File: src/rtl/hazard_pkg.sv
// hazard_pkg
// Shared definitions for the decode-stage hazard scoreboard:
//   - default stall latencies for the load-use and no-forwarding cases
//   - cnt_w(): width of one per-register countdown entry
//   - source-slot index constants for the packed id_src bus
package hazard_pkg;

  localparam int LOAD_USE_LAT_DEF = 1;
  localparam int NOFWD_LAT_DEF    = 2;

  localparam int SRC_RN = 0;
  localparam int SRC_RM = 1;
  localparam int SRC_RS = 2;

  // An entry must hold the larger of the two latencies, so size it for that.
  function automatic int cnt_w(input int load_use_lat, input int nofwd_lat);
    int m;
    m = (load_use_lat > nofwd_lat) ? load_use_lat : nofwd_lat;
    return $clog2(m + 1);
  endfunction

endpackage

File: src/rtl/sb_countdown.sv
// sb_countdown
// One scoreboard entry: a CNT_W-bit countdown that tells the decode stage
// how many more cycles a consumer must wait before reading the register.
// Ports:
//   clk       in   rising-edge clock
//   rst_n     in   synchronous active-low reset, clears the count
//   freeze    in   hold the count (memory not ready)
//   load      in   overwrite the count with load_val
//   load_val  in   CNT_W new count from an issuing writer
//   busy      out  count is nonzero, the register is not yet readable
module sb_countdown #(
  parameter int CNT_W = 2
) (
  input  logic             clk,
  input  logic             rst_n,
  input  logic             freeze,
  input  logic             load,
  input  logic [CNT_W-1:0] load_val,
  output logic             busy
);

  logic [CNT_W-1:0] cnt;

  // Reset beats freeze, freeze beats everything else. A load replaces the
  // decremented value so that the newest in-order writer governs.
  always_ff @(posedge clk) begin
    if (!rst_n) begin
      cnt <= '0;
    end else if (!freeze) begin
      if (load) begin
        cnt <= load_val;
      end else if (cnt != '0) begin
        cnt <= cnt - CNT_W'(1);
      end
    end
  end

  assign busy = (cnt != '0);

endmodule

File: src/rtl/hazard_scoreboard.sv
// hazard_scoreboard
// Decode-stage stall decision built on a per-register countdown scoreboard.
// Drives the IF/ID freeze / ID/EXE bubble (hazard) and reports when the ID
// instruction moves on (issue). Keeps a saturating count of stall cycles.
// Ports:
//   clk, rst_n        clock and synchronous active-low reset
//   fwd_en            forwarding unit active; sampled when a writer issues
//   sram_freeze       whole pipeline holds; scoreboard and counter hold
//   flush             ID instruction squashed
//   id_valid          ID holds a real instruction
//   id_src            NUM_SRC packed source indices, slot 0 in the LSBs
//   id_src_used       per-slot "operand is read"
//   id_dest, id_wb_en destination and write enable of the ID instruction
//   id_mem_read       ID instruction is a load
//   hazard            stall ID this cycle (combinational)
//   issue             ID instruction leaves ID this cycle (combinational)
//   stall_count       hazard cycles since reset, saturating
module hazard_scoreboard
  import hazard_pkg::*;
#(
  parameter int REG_W        = 4,
  parameter int NUM_SRC      = 3,
  parameter int LOAD_USE_LAT = LOAD_USE_LAT_DEF,
  parameter int NOFWD_LAT    = NOFWD_LAT_DEF,
  parameter int STALL_CNT_W  = 16
) (
  input  logic                     clk,
  input  logic                     rst_n,
  input  logic                     fwd_en,
  input  logic                     sram_freeze,
  input  logic                     flush,
  input  logic                     id_valid,
  input  logic [NUM_SRC*REG_W-1:0] id_src,
  input  logic [NUM_SRC-1:0]       id_src_used,
  input  logic [REG_W-1:0]         id_dest,
  input  logic                     id_wb_en,
  input  logic                     id_mem_read,
  output logic                     hazard,
  output logic                     issue,
  output logic [STALL_CNT_W-1:0]   stall_count
);

  localparam int NUM_REGS = 2 ** REG_W;
  localparam int CNT_W    = cnt_w(LOAD_USE_LAT, NOFWD_LAT);

  localparam logic [CNT_W-1:0] LOAD_USE_VAL = CNT_W'(LOAD_USE_LAT);
  localparam logic [CNT_W-1:0] NOFWD_VAL    = CNT_W'(NOFWD_LAT);

  logic [NUM_REGS-1:0] busy;
  logic                src_busy;
  logic [CNT_W-1:0]    load_val;

  // Source compare: any read operand whose register is still counting down.
  // Uses the pre-update count, so reading your own destination never self-stalls.
  always_comb begin
    src_busy = 1'b0;
    for (int i = 0; i < NUM_SRC; i++) begin
      if (id_src_used[i] && busy[id_src[i*REG_W +: REG_W]]) begin
        src_busy = 1'b1;
      end
    end
  end

  assign hazard = rst_n && id_valid && !flush && src_busy;
  assign issue  = rst_n && id_valid && !flush && !hazard && !sram_freeze;

  // With forwarding only loads need a wait; ALU results load zero so that a
  // younger writer clears any older pending count on the same register.
  always_comb begin
    load_val = NOFWD_VAL;
    if (fwd_en) begin
      load_val = id_mem_read ? LOAD_USE_VAL : '0;
    end
  end

  for (genvar r = 0; r < NUM_REGS; r++) begin : g_sb
    sb_countdown #(
      .CNT_W (CNT_W)
    ) u_cnt (
      .clk      (clk),
      .rst_n    (rst_n),
      .freeze   (sram_freeze),
      .load     (issue && id_wb_en && (id_dest == REG_W'(r))),
      .load_val (load_val),
      .busy     (busy[r])
    );
  end

  // Frozen cycles are not stall cycles and are not counted.
  always_ff @(posedge clk) begin
    if (!rst_n) begin
      stall_count <= '0;
    end else if (hazard && !sram_freeze && (stall_count != '1)) begin
      stall_count <= stall_count + STALL_CNT_W'(1);
    end
  end

endmodule

File: config.mk
export PLATFORM = sky130hd
export DESIGN_NAME = hazard_scoreboard
export DESIGN_NICKNAME = d
export VERILOG_FILES = /design/src/rtl/hazard_pkg.sv /design/src/rtl/sb_countdown.sv /design/src/rtl/hazard_scoreboard.sv
export SDC_FILE = /design/constraint.sdc
export NUM_CORES = 1
export LEC_CHECK = 0
export BUFFER_PORTS_ARGS = -buffer_cell sky130_fd_sc_hd__buf_4
export CAP_MARGIN = 20
export CORE_ASPECT_RATIO = 1.2
export CORE_MARGIN = 10
export CORE_UTILIZATION = 35
export DETAILED_ROUTE_END_ITERATION = 12
export PLACE_DENSITY = 0.58
export SETUP_SLACK_MARGIN = 0.1
export SLEW_MARGIN = 20
export SYNTH_ARGS = -nofsm -noshare
export SYNTH_HDL_FRONTEND = slang
export SYNTH_HIERARCHICAL = 1
export SYNTH_SLANG_ARGS = --single-unit
File: constraint.sdc
create_clock -name clk -period 8.2 [get_ports clk]
set_input_delay 0.41 -clock clk [delete_from_list [all_inputs] [get_ports clk]]
set_output_delay 0.41 -clock clk [all_outputs]
set_load 0.02 [all_outputs]
* Word-level counts from Yosys, hierarchy flattened
Index checks and enable logic that the tools add are counted.
Word-level totals: logic and storage cells 176, bits in registers 48
Cells by class: $lt $le $gt $ge 3, bitwise logic cells 1, multiplexer cells 43, equality and inequality tests 16, add/sub/neg operators 17, reduce and logical (&&, ||, !) cells 79
Operators with widths (count):
- 2-bit 2-to-1 mux | 33
- 2-bit nonzero test | 32
- 4-bit equality test (second input constant) | 8
- 2-bit AND reduction | 16
- 2-bit by 1-bit subtractor with 2-bit output (second input constant) | 16
- 1-bit logical AND | 27
- 16-bit by 1-bit adder with 16-bit output (second input constant) | 1
- 4-bit by 3-bit equality test with 1-bit output (second input constant) | 4
- 16-bit != test (second input constant) | 1
- 4-bit by 5-bit less-than comparator with 1-bit output (second input constant) | 3
- 1-bit binary-select mux with 4-bit select | 3
- 4-bit by 2-bit equality test with 1-bit output (second input constant) | 2
- 1-bit 2-to-1 mux | 7
- 4-bit by 1-bit equality test with 1-bit output (second input constant) | 1
- 4-bit zero test | 1
- 1-bit zero test | 3
- 1-bit NOT | 1

* Logic depth before layout (Yosys ltp)
Gate-level depths: netlist of the first run.
depth in word-level cells 15, depth in mapped cells 14, mapped depth without buffers 13

* Cells and area by module
Netlist of the first run, hierarchy kept.
By module, submodules not included:
- sb_countdown | instances 16, cells each 17, seq. area each 40.0 um^2, area an instance 131.4 um^2
- hazard_scoreboard | instances 1, cells each 190, seq. area each 320.3 um^2, area an instance 1515.2 um^2

* Worst setup path after synthesis of the first run
No wires, ideal clock.
kind register to register, start register g_sb[5].u_cnt.cnt[0], end register g_sb[11].u_cnt.cnt[1], clock period less this slack 2857 ps, buffers on the path 0, data required time 8141 ps, setup slack 5343 ps, stages on the path, launching flop included 13, data arrival time 2797 ps, cell sequence dfxtp_1 > inv_1 > ha_1 > inv_1 > mux4_1 > mux2_2 > o211a_4 > nor2_1 > nand2_2 > nor3_1 > nor2_2 > a32oi_1 > and3_1
On the way: cells in the longest elaborated chain, start to end 15, elaborated cells between the ends (all ways) 22, those cells by class 10 x mux; 12 x reduce/logical
RTL lines:
- from (decl) | line sb_countdown.sv:22 | logic [CNT_W-1:0] cnt;
- from (signal assigned) | line sb_countdown.sv:31 | cnt <= load_val;
- from (signal assigned) | line sb_countdown.sv:33 | cnt <= cnt - CNT_W'(1);
- 2-bit nonzero test (*) | line sb_countdown.sv:38 | assign busy = (cnt != '0);
- via busy[5] | line hazard_scoreboard.sv:49 | logic [NUM_REGS-1:0] busy;
- 1-bit binary-select mux with 4-bit select | line hazard_scoreboard.sv:58 | if (id_src_used[i] && busy[id_src[i*REG_W +: REG_W]]) begin
- 1-bit 2-to-1 mux (not written as such) | line hazard_scoreboard.sv:58
- 1-bit logical AND | line hazard_scoreboard.sv:58
- 1-bit 2-to-1 mux (2 in series) | line hazard_scoreboard.sv:58
- 1-bit 2-to-1 mux (*) | line hazard_scoreboard.sv:58
- 1-bit logical AND (*) | line hazard_scoreboard.sv:64 | assign hazard = rst_n && id_valid && !flush && src_busy;
- 1-bit zero test (*) | line hazard_scoreboard.sv:65 | assign issue = rst_n && id_valid && !flush && !hazard && !sram_freeze;
- 1-bit logical AND (*) (2 in series) | line hazard_scoreboard.sv:65
- 1-bit logical AND (*) (2 in series) | line hazard_scoreboard.sv:83 | .load (issue && id_wb_en && (id_dest == REG_W'(r))),
- 2-bit nonzero test (no source line)
- 2-bit AND reduction (no source line)
- to (signal assigned) | line sb_countdown.sv:31
- to (signal assigned) | line sb_countdown.sv:33
- to (decl) | line sb_countdown.sv:22
Mark *: on every way through the listed nets, which the timed path passes. The rest lies on a longest branch. The select of a mux whose other input is x is not followed. A chain may end at the register's enable or synchronous reset.

* Worst setup path after layout of the first run
start register g_sb[6].u_cnt.cnt[0], end register g_sb[12].u_cnt.cnt[1]
On the way: cells in the longest elaborated chain, start to end 15, elaborated cells between the ends (all ways) 22, those cells by class 10 x mux; 12 x reduce/logical
RTL lines (line):
- from (decl) | sb_countdown.sv:22
- from (signal assigned) | sb_countdown.sv:31
- from (signal assigned) | sb_countdown.sv:33
- 2-bit nonzero test (*) | sb_countdown.sv:38
- via busy[6] | hazard_scoreboard.sv:49
- 1-bit binary-select mux with 4-bit select | hazard_scoreboard.sv:58
- 1-bit 2-to-1 mux (not written as such) | hazard_scoreboard.sv:58
- 1-bit logical AND | hazard_scoreboard.sv:58
- 1-bit 2-to-1 mux (2 in series) | hazard_scoreboard.sv:58
- 1-bit 2-to-1 mux (*) | hazard_scoreboard.sv:58
- 1-bit logical AND (*) | hazard_scoreboard.sv:64
- 1-bit zero test (*) | hazard_scoreboard.sv:65
- 1-bit logical AND (*) (2 in series) | hazard_scoreboard.sv:65
- 1-bit logical AND (*) (2 in series) | hazard_scoreboard.sv:83
- 2-bit nonzero test (no source line)
- 2-bit AND reduction (no source line)
- to (signal assigned) | sb_countdown.sv:31
- to (signal assigned) | sb_countdown.sv:33
- to (decl) | sb_countdown.sv:22
Marks and branches as above.

==> results of run 1 <==
==> per-layer routing <==
layer	share of wire (%)	global-route usage, %
met1	46	16.1
met2	46	21.3
met3	6.0	3.19
met4	1.7	3.88
met5	0	0
==> cell type report <==
type	count	area (um2)
fill	1040	5850
multi-input combinational	330	2310
sequential	48	961
timing repair buffer	44	330
inverter	73	274
tap	126	158
clock buffer	6	139
clock inverter	2	38.8
==> metrics by stage <==
stage	total power (uW)	area [um2]	setup slack, ps	hold WS (ps)	std cells
after floorplan	394	3620	5340	471	462
after global placement	441	4030	4820	475	621
after detailed placement	447	4030	4740	490	621
after CTS	696	4210	4670	499	629
after global routing	733	4210	4440	527	629
final	685	4210	4700	497	629
==> path summary, 6_finish.rpt <==
path	startpoint	to	depth (start not counted)	slack, ps
setup reg to reg	g_sb[6].u_cnt/cnt[0]$_SDFFE_PN0P_	g_sb[12].u_cnt/cnt[1]$_SDFFE_PN0P_	12	4700
setup / recovery	g_sb[6].u_cnt/cnt[0]$_SDFFE_PN0P_	g_sb[12].u_cnt/cnt[1]$_SDFFE_PN0P_	12	4700
hold reg to reg	stall_count[5]$_SDFFE_PN0P_	stall_count[5]$_SDFFE_PN0P_	2	500
hold / removal	stall_count[5]$_SDFFE_PN0P_	stall_count[5]$_SDFFE_PN0P_	2	500
==> kinds of logic (layout without fill, tap and decap cells) <==
logic type | count (synthesis) | after routing
muxes | 23 | 23
and+or+nand+nor | 172 | 172
DFF | 48 | 48
adders and majority gates | 17 | 17
buffers and inverters | 84 | 125
AOI/OAI and AO/OA | 118 | 118
==> tightest hold or removal path: stages, from the launching register on <==
cell	delay [ps]
sky130_fd_sc_hd__dfxtp_1	330
sky130_fd_sc_hd__o31ai_1	70
sky130_fd_sc_hd__a21oi_1	50
==> cell usage after synthesis <==
cell type / count / area [um2]
sky130_fd_sc_hd__inv_1: 73 / 274
sky130_fd_sc_hd__nor2_1: 50 / 188
sky130_fd_sc_hd__dfxtp_1: 48 / 961
sky130_fd_sc_hd__o21ai_0: 35 / 175
sky130_fd_sc_hd__a32oi_1: 32 / 280
sky130_fd_sc_hd__nand3_1: 23 / 115
sky130_fd_sc_hd__and3_1: 19 / 119
sky130_fd_sc_hd__ha_1: 17 / 213
sky130_fd_sc_hd__a21boi_0: 16 / 120
sky130_fd_sc_hd__nor2_2: 16 / 100
sky130_fd_sc_hd__nor2b_2: 16 / 140
sky130_fd_sc_hd__mux2i_1: 15 / 150
sky130_fd_sc_hd__a21oi_1: 11 / 55.1
sky130_fd_sc_hd__o31ai_1: 11 / 82.6
sky130_fd_sc_hd__nor3_1: 10 / 50.1
sky130_fd_sc_hd__or4_1: 9 / 67.6
sky130_fd_sc_hd__nand2_1: 8 / 30.0
sky130_fd_sc_hd__nor2b_1: 6 / 37.5
sky130_fd_sc_hd__mux4_2: 5 / 113
sky130_fd_sc_hd__nand4_1: 5 / 31.3
sky130_fd_sc_hd__a22oi_1: 4 / 30.0
sky130_fd_sc_hd__o2111ai_1: 4 / 35.0
sky130_fd_sc_hd__buf_2: 3 / 15.0
sky130_fd_sc_hd__buf_6: 3 / 33.8
sky130_fd_sc_hd__clkbuf_1: 3 / 11.3
sky130_fd_sc_hd__and2_1: 2 / 12.5
sky130_fd_sc_hd__mux4_1: 2 / 52.6
sky130_fd_sc_hd__nand2b_1: 2 / 12.5
sky130_fd_sc_hd__o211ai_1: 2 / 15.0
sky130_fd_sc_hd__or3_1: 2 / 12.5
sky130_fd_sc_hd__and4_1: 1 / 8.76
sky130_fd_sc_hd__buf_1: 1 / 3.75
sky130_fd_sc_hd__buf_4: 1 / 7.51
sky130_fd_sc_hd__mux2_2: 1 / 11.3
sky130_fd_sc_hd__nand2_2: 1 / 6.26
sky130_fd_sc_hd__nand3b_1: 1 / 7.51
sky130_fd_sc_hd__o211a_4: 1 / 17.5
sky130_fd_sc_hd__o21a_1: 1 / 7.51
sky130_fd_sc_hd__o21ai_2: 1 / 8.76
sky130_fd_sc_hd__or2_2: 1 / 6.26
==> flip-flops by register name (all words and copies together), names as in the netlist <==
| signal | cells |
|---|---|
| g_sb.u_cnt/cnt | 32 |
| stall_count | 16 |
==> placed cells by master, fill, tap and decap left out, types with 2 or more instances in the layout <==
master | netlist | layout
sky130_fd_sc_hd__a32oi_1 | 32 | 32
sky130_fd_sc_hd__and3_1 | 19 | 19
sky130_fd_sc_hd__o211ai_1 | 2 | 2
sky130_fd_sc_hd__ha_1 | 17 | 17
sky130_fd_sc_hd__nor2b_1 | 6 | 6
sky130_fd_sc_hd__a22oi_1 | 4 | 4
sky130_fd_sc_hd__nand3_1 | 23 | 23
sky130_fd_sc_hd__or3_1 | 2 | 2
sky130_fd_sc_hd__nand4_1 | 5 | 5
sky130_fd_sc_hd__buf_4 | 1 | 44
sky130_fd_sc_hd__o2111ai_1 | 4 | 4
sky130_fd_sc_hd__o21ai_0 | 35 | 35
sky130_fd_sc_hd__nor3_1 | 10 | 10
sky130_fd_sc_hd__nor2_2 | 16 | 16
sky130_fd_sc_hd__a21oi_1 | 11 | 11
sky130_fd_sc_hd__mux4_1 | 2 | 2
sky130_fd_sc_hd__nand2_1 | 8 | 8
sky130_fd_sc_hd__o31ai_1 | 11 | 11
sky130_fd_sc_hd__mux2i_1 | 15 | 15
sky130_fd_sc_hd__and2_1 | 2 | 2
sky130_fd_sc_hd__inv_1 | 73 | 73
sky130_fd_sc_hd__a21boi_0 | 16 | 16
sky130_fd_sc_hd__dfxtp_1 | 48 | 48
sky130_fd_sc_hd__or4_1 | 9 | 9
sky130_fd_sc_hd__nor2b_2 | 16 | 16
sky130_fd_sc_hd__mux4_2 | 5 | 5
sky130_fd_sc_hd__nor2_1 | 50 | 50
sky130_fd_sc_hd__clkbuf_16 | 0 | 5
sky130_fd_sc_hd__nand2b_1 | 2 | 2
==> where the power goes <==
part / internal [uW] / total (uW) / leakage (uW) / switching [uW]
registers: 249 / 257 / 0.000390 / 7.34
logic: 82.3 / 185 / 0.00126 / 102
clock network: 153 / 244 / 0.0000871 / 91.2
total: 484 / 685 / 0.00174 / 201
==> reports/results.md, run 1 <==
| Result | This run | Unit |
|---|---|---|
| Maximum Capacitance Violations | 0 | - |
| Setup Viol. Count Final | 0 | - |
| Xor/xnor cell area share of the yosys netlist | 0 | % |
| Max stage delay on crit path | 570 | ps |
| Number of buffer and inverter stages on the critical path | 2 | - |
| Final wirelength | 9710 | um |
| Synth Area per Inst | 7.83 | um2 |
| Top cell by count, worst path | sky130_fd_sc_hd__inv_1 | - |
| Cts-stage hold buffer count | 0 | - |
| Number of routed nets with antenna violations | 0 | - |
| Path type of the worst min-delay path | reg2reg | - |
| H-tree depth | 2 | - |
| Clk sink count | 48 | - |
| Cts bufs inserted | 5 | - |
| Fraction of final layout cells with drive strength greater than 1 | 18.7 | % |
| Number of iterations in the first detailed-routing pass | 4 | - |
| Worst slew pin tran | 783 | ps |
| Result of the run | finished, final reports clean | - |
| Critical path required time | 8440 | ps |
| Die Y-Extent | 131 | um |
| Share of synthesized area spent on multiplexers | 9.03 | % |
| Cell at the root of the clock tree | sky130_fd_sc_hd__clkbuf_16 | - |
| Via count of the first global-routing pass | 3476 | - |
| Die area | 14800 | um2 |
| Crit-path leading delay family | simple AND/OR/NAND/NOR gates | - |
| Cell count after synthesis | 462 | - |
| Number of buffers on the longest clock path | 2 | - |
| Max-slew violation count | 0 | - |
| Worst-path clk slew | 70 | ps |
| CP max stage cell | sky130_fd_sc_hd__nor3_1 | - |
| Port Buffers | 44 | - |
| RSZ-0062 raised after global routing | no | - |
| TNS Setup | 0 | ps |
| Final net count | 546 | - |
| Arr. time, crit path | 3730 | ps |
| Horizontal die dimension | 113 | um |
| Static leakage | 0.00174 | uW |
| Via-per-instance ratio | 5.59 | - |
| DR iter-0 viols | 176 | - |
| Core Region | 10100 | um2 |
| Maximum fanout count along the critical path | 17 | - |
| Antenna cell count | 0 | - |
| Worst skew pair latency | 290 | ps |
| Worst slew margin relative to its limit | 47.8 | % |
| Count of different cell masters after synthesis | 40 | - |
| Fmax achieved | 286 | MHz |
| Global-route wire length before repair | 16500 | um |
| Crit path kind | reg2reg | - |
| Final cell utilization of the core | 41.9 | % |
| Std-Cell Rows | 40 | - |
| GRT Residual Overflow | 0 | - |
| VDD IR max | 0.0782 | mV |
| Routed length per instance | 15.4 | um |
| Largest net degree at the start of global routing | 83 | - |
| Clk_skew | 10.9 | ps |
| Yosys warning total | 6 | - |
| Complex-gate fraction of the synthesized area | 22.9 | % |
| Portion of the clock cycle consumed by the worst path in the final layout | 42.6 | % |
| CP cell instances | inv_1 > ha_1 > inv_1 > mux4_1 > mux2_2 > o211a_4 > nor2_1 > nand2_2 > nor3_1 > nor2_2 > a32oi_1 > and3_1 | - |
| Global-route total usage across every layer | 12.9 | % |
| Areal power density over the cells | 163 | nW/um2 |
| Cell area after synthesis | 3620 | um2 |
| Syn_nets | 506 | - |
| Initial antenna violation count | 0 | - |
| Routability Congestion | 0.817 | - |
| Sequential fraction of the synthesis area | 26.6 | % |
| DR vias | 3513 | - |
| Simple-Gate Fraction of Synth Area | 26.1 | % |
| Number of flip-flops and latches in the synthesized netlist | 48 | - |
| Category of the worst setup path launch point | flop | - |
| Number of top-level pins | 45 | - |
| Kind of end point of the critical path | flop | - |
| Adder-cell area share of the yosys netlist | 5.88 | % |
| Fin. Hold Viols | 0 | - |
| Remaining DRCs | 0 | - |
| Number of cells upsized or downsized after cts | 0 | - |
| Post-route minimum period | 3500 | ps |
| TritonCTS clock tree | yes | - |
| Synth-to-Final Area Change | 16.4 | % |
| Sum of net half-perimeters after detailed placement | 7340 | um |
| Total setup buffers inserted after CTS | 0 | - |
| Combinational family with the most area after synthesis | simple AND/OR/NAND/NOR gates | - |
| Initial Utilization | 36.0 | % |
Note: power is estimated with default switching activity, not from simulation.
==> run 2: changes to the inputs <==
- clock period: 8.2 -> 3.65 ns (I/O delays scaled with it)
==> reports/results.md, run 2 (same netlist as run 1, synthesis figures left out) <==
| Result | This run | Unit | vs previous |
|---|---|---|---|
| Result of the run | finished, final reports clean | - |  |
| Path type of the worst min-delay path | in2reg | - |  |
| Initial Utilization | 36.0 | % | unchanged |
| Top cell by count, worst path | sky130_fd_sc_hd__inv_1 | - |  |
| Worst slew pin tran | 780 | ps | -3.36 ps |
| Clk_skew | 5.21 | ps | -5.66 ps |
| Die Y-Extent | 131 | um | unchanged |
| Fmax achieved | 307 | MHz | +7.4% |
| Maximum fanout count along the critical path | 17 | - | unchanged |
| Port Buffers | 44 | - | unchanged |
| Synth-to-Final Area Change | 16.6 | % |  |
| Number of routed nets with antenna violations | 0 | - | unchanged |
| Cell at the root of the clock tree | sky130_fd_sc_hd__clkbuf_16 | - |  |
| Fraction of final layout cells with drive strength greater than 1 | 19.0 | % | +0.32 points |
| Kind of end point of the critical path | flop | - |  |
| Static leakage | 0.00174 | uW | +0.17% |
| Core Region | 10100 | um2 | unchanged |
| Final Total Pwr | 1530 | uW | +120% |
| End of the worst register-to-register path | g_sb[14].u_cnt/cnt[1]$_SDFFE_PN0P_ | - |  |
| Number of cells upsized or downsized after cts | 0 | - | unchanged |
| Beginning of the critical path | g_sb[3].u_cnt/cnt[0]$_SDFFE_PN0P_ | - |  |
| Global-route wire length before repair | 16100 | um | -2.3% |
| Routability Congestion | 0.824 | - | +0.84% |
| Crit-path leading delay family | simple AND/OR/NAND/NOR gates | - |  |
| Sw Share | 30.0 | % | +0.72 points |
| Crit path kind | reg2reg | - |  |
| Post-route minimum period | 3260 | ps | -240 ps |
| Commonest non-fill, non-tap cell in the layout | sky130_fd_sc_hd__inv_1 | - |  |
| TNS Setup | 0 | ps | unchanged |
| Areal power density over the cells | 363 | nW/um2 | +120% |
| RSZ-0062 raised after global routing | no | - |  |
| Die area | 14800 | um2 | unchanged |
| Hold worst-path end | g_sb[15].u_cnt/cnt[0]$_SDFFE_PN0P_ | - |  |
| Layout Cell Area excl Fill | 4220 | um2 | +0.12% |
| Global-route total usage across every layer | 12.6 | % | -0.32 points |
| H-tree depth | 2 | - | unchanged |
| Number of top-level pins | 45 | - | unchanged |
| Std-Cell Rows | 40 | - | unchanged |
| CP cell instances | inv_1 > ha_1 > inv_1 > mux4_1 > mux2_2 > o211a_4 > nor2_1 > nand2_2 > nor3_1 > nor2b_2 > o21ai_0 > and3_1 | - |  |
| Largest reg by FF count | g_sb.u_cnt/cnt | - |  |
| Switching Power | 459 | uW | +130% |
| Maximum Capacitance Violations | 0 | - | unchanged |
| Category of the worst setup path launch point | flop | - |  |
| Fin. Hold Viols | 0 | - | unchanged |
| Via count of the first global-routing pass | 3388 | - | -2.5% |
| Final wirelength | 9680 | um | -0.23% |
| DR vias | 3433 | - | -2.3% |
| Number of buffer and inverter stages on the critical path | 2 | - | unchanged |
| Commonest cells after routing, fill and taps aside | 73 x sky130_fd_sc_hd__inv_1, 50 x sky130_fd_sc_hd__nor2_1, 48 x sky130_fd_sc_hd__dfxtp_1, 46 x sky130_fd_sc_hd__buf_4, 35 x sky130_fd_sc_hd__o21ai_0 | - |  |
| Clk sink count | 48 | - | unchanged |
| Via-per-instance ratio | 5.44 | - | -2.6% |
| Worst slew margin relative to its limit | 48.0 | % | +0.22 points |
| DR iter-0 viols | 200 | - | +14% |
| Critical path required time | 3880 | ps | -4560 ps |
| Portion of the clock cycle consumed by the worst path in the final layout | 89.2 | % | +47 points |
| Largest net degree at the start of global routing | 83 | - | unchanged |
| Instance area at placement | 4050 | um2 | +0.37% |
| Total setup buffers inserted after CTS | 0 | - | unchanged |
| TritonCTS clock tree | yes | - |  |
| Cts-stage hold buffer count | 0 | - | unchanged |
| Remaining DRCs | 0 | - | unchanged |
| Final net count | 548 | - | +0.37% |
| Max-slew violation count | 0 | - | unchanged |
| Final cell utilization of the core | 41.9 | % | +0.050 points |
| Fraction of power consumed by the clock network | 34.5 | % | -1.1 points |
| Register-to-Register Path Depth | 12 | - | unchanged |
| Arr. time, crit path | 3490 | ps | -240 ps |
| VDD IR max | 0.180 | mV | +130% |
| Worst skew pair latency | 290 | ps | about the same |
| Power Internal | 1070 | uW | +120% |
| CP max stage cell | sky130_fd_sc_hd__nor3_1 | - |  |
| Max stage delay on crit path | 560 | ps | about the same |
| Registers with the most flip-flops | g_sb.u_cnt/cnt (32), stall_count (16) | - |  |
| Setup Viol. Count Final | 0 | - | unchanged |
| Initial antenna violation count | 0 | - | unchanged |
| Routed length per instance | 15.3 | um | -0.54% |
| Cts bufs inserted | 5 | - | unchanged |
| Worst-path clk slew | 70 | ps | about the same |
| Antenna cell count | 0 | - | unchanged |
| Number of cells on the worst hold path | 2 | - | unchanged |
| Reg2Reg Setup Slack | 390 | ps | -4310 ps |
| GRT Residual Overflow | 0 | - | unchanged |
| Reg2reg start | g_sb[3].u_cnt/cnt[0]$_SDFFE_PN0P_ | - |  |
| Number of iterations in the first detailed-routing pass | 4 | - | unchanged |
| Number of buffers on the longest clock path | 2 | - | unchanged |
| Beginning of the worst hold path | rst_n | - |  |
| Sum of net half-perimeters after detailed placement | 7290 | um | -0.62% |
| Horizontal die dimension | 113 | um | unchanged |
| Sequential share of power | 37.7 | % | +0.2 points |
| Flip-flop count of the largest register after layout | 32 | - | unchanged |
| Portion of total power attributed to combinational logic | 27.8 | % | +0.9 points |
run 2: per-layer routing:
layer	vias to the layer above	wire length [um]	share of wire (%)	track usage, %
li1	1750	-	-	-
met1	1589	4520	47	15.9
met2	79	4510	47	21.1
met3	15	516	5.3	2.73
met4	0	143	1.5	2.97
met5	-	0	0	0
run 2: worst max path at each step:
stage	cells after the start	endpoint	slack (ps)
after floorplan	12	g_sb[11].u_cnt/cnt[1]$_SDFFE_PN0P_	790
final	12	g_sb[14].u_cnt/cnt[1]$_SDFFE_PN0P_	390
after detailed placement	12	g_sb[13].u_cnt/cnt[1]$_SDFFE_PN0P_	460
after global routing	12	g_sb[14].u_cnt/cnt[1]$_SDFFE_PN0P_	140
after CTS	12	g_sb[13].u_cnt/cnt[1]$_SDFFE_PN0P_	430
after global placement	12	g_sb[15].u_cnt/cnt[1]$_SDFFE_PN0P_	630
run 2: final cells by class:
type                    count  area (um2)
repair buffers             46         345
flip-flops and latches     48         961
fillers                  1020        5840
multi-input cells         330        2310
well taps                 126         158
clock buffers               5         125
inverters                  73         274
clock inverters             3        42.5
run 2: power groups by stage:
stage | clock, uW | sequential (uW) | combinational, uW
after floorplan | 0 | 586 | 299
after global placement | 0 | 588 | 410
after detailed placement | 0 | 589 | 422
after CTS | 544 | 577 | 426
after global routing | 562 | 581 | 479
final | 528 | 577 | 425
run 2: through the flow:
stage | setup slack [ps] | hold WS (ps) | instances
2_1_floorplan | 793 | 328 | 462
3_3_place_gp | 631 | 480 | 623
3_5_place_dp | 461 | 484 | 623
4_1_cts | 425 | 364 | 631
5_1_grt | 145 | 381 | 631
6_report | 393 | 358 | 631
run 2: worst reg2reg max path, cell delays in order (launching register included):
cell	delay, ps
sky130_fd_sc_hd__dfxtp_1	330
sky130_fd_sc_hd__inv_1	60
sky130_fd_sc_hd__ha_1	210
sky130_fd_sc_hd__inv_1	90
sky130_fd_sc_hd__mux4_1	490
sky130_fd_sc_hd__mux2_2	300
sky130_fd_sc_hd__o211a_4	240
sky130_fd_sc_hd__nor2_1	200
sky130_fd_sc_hd__nand2_2	240
sky130_fd_sc_hd__nor3_1	560
sky130_fd_sc_hd__nor2b_2	90
sky130_fd_sc_hd__o21ai_0	210
sky130_fd_sc_hd__and3_1	170
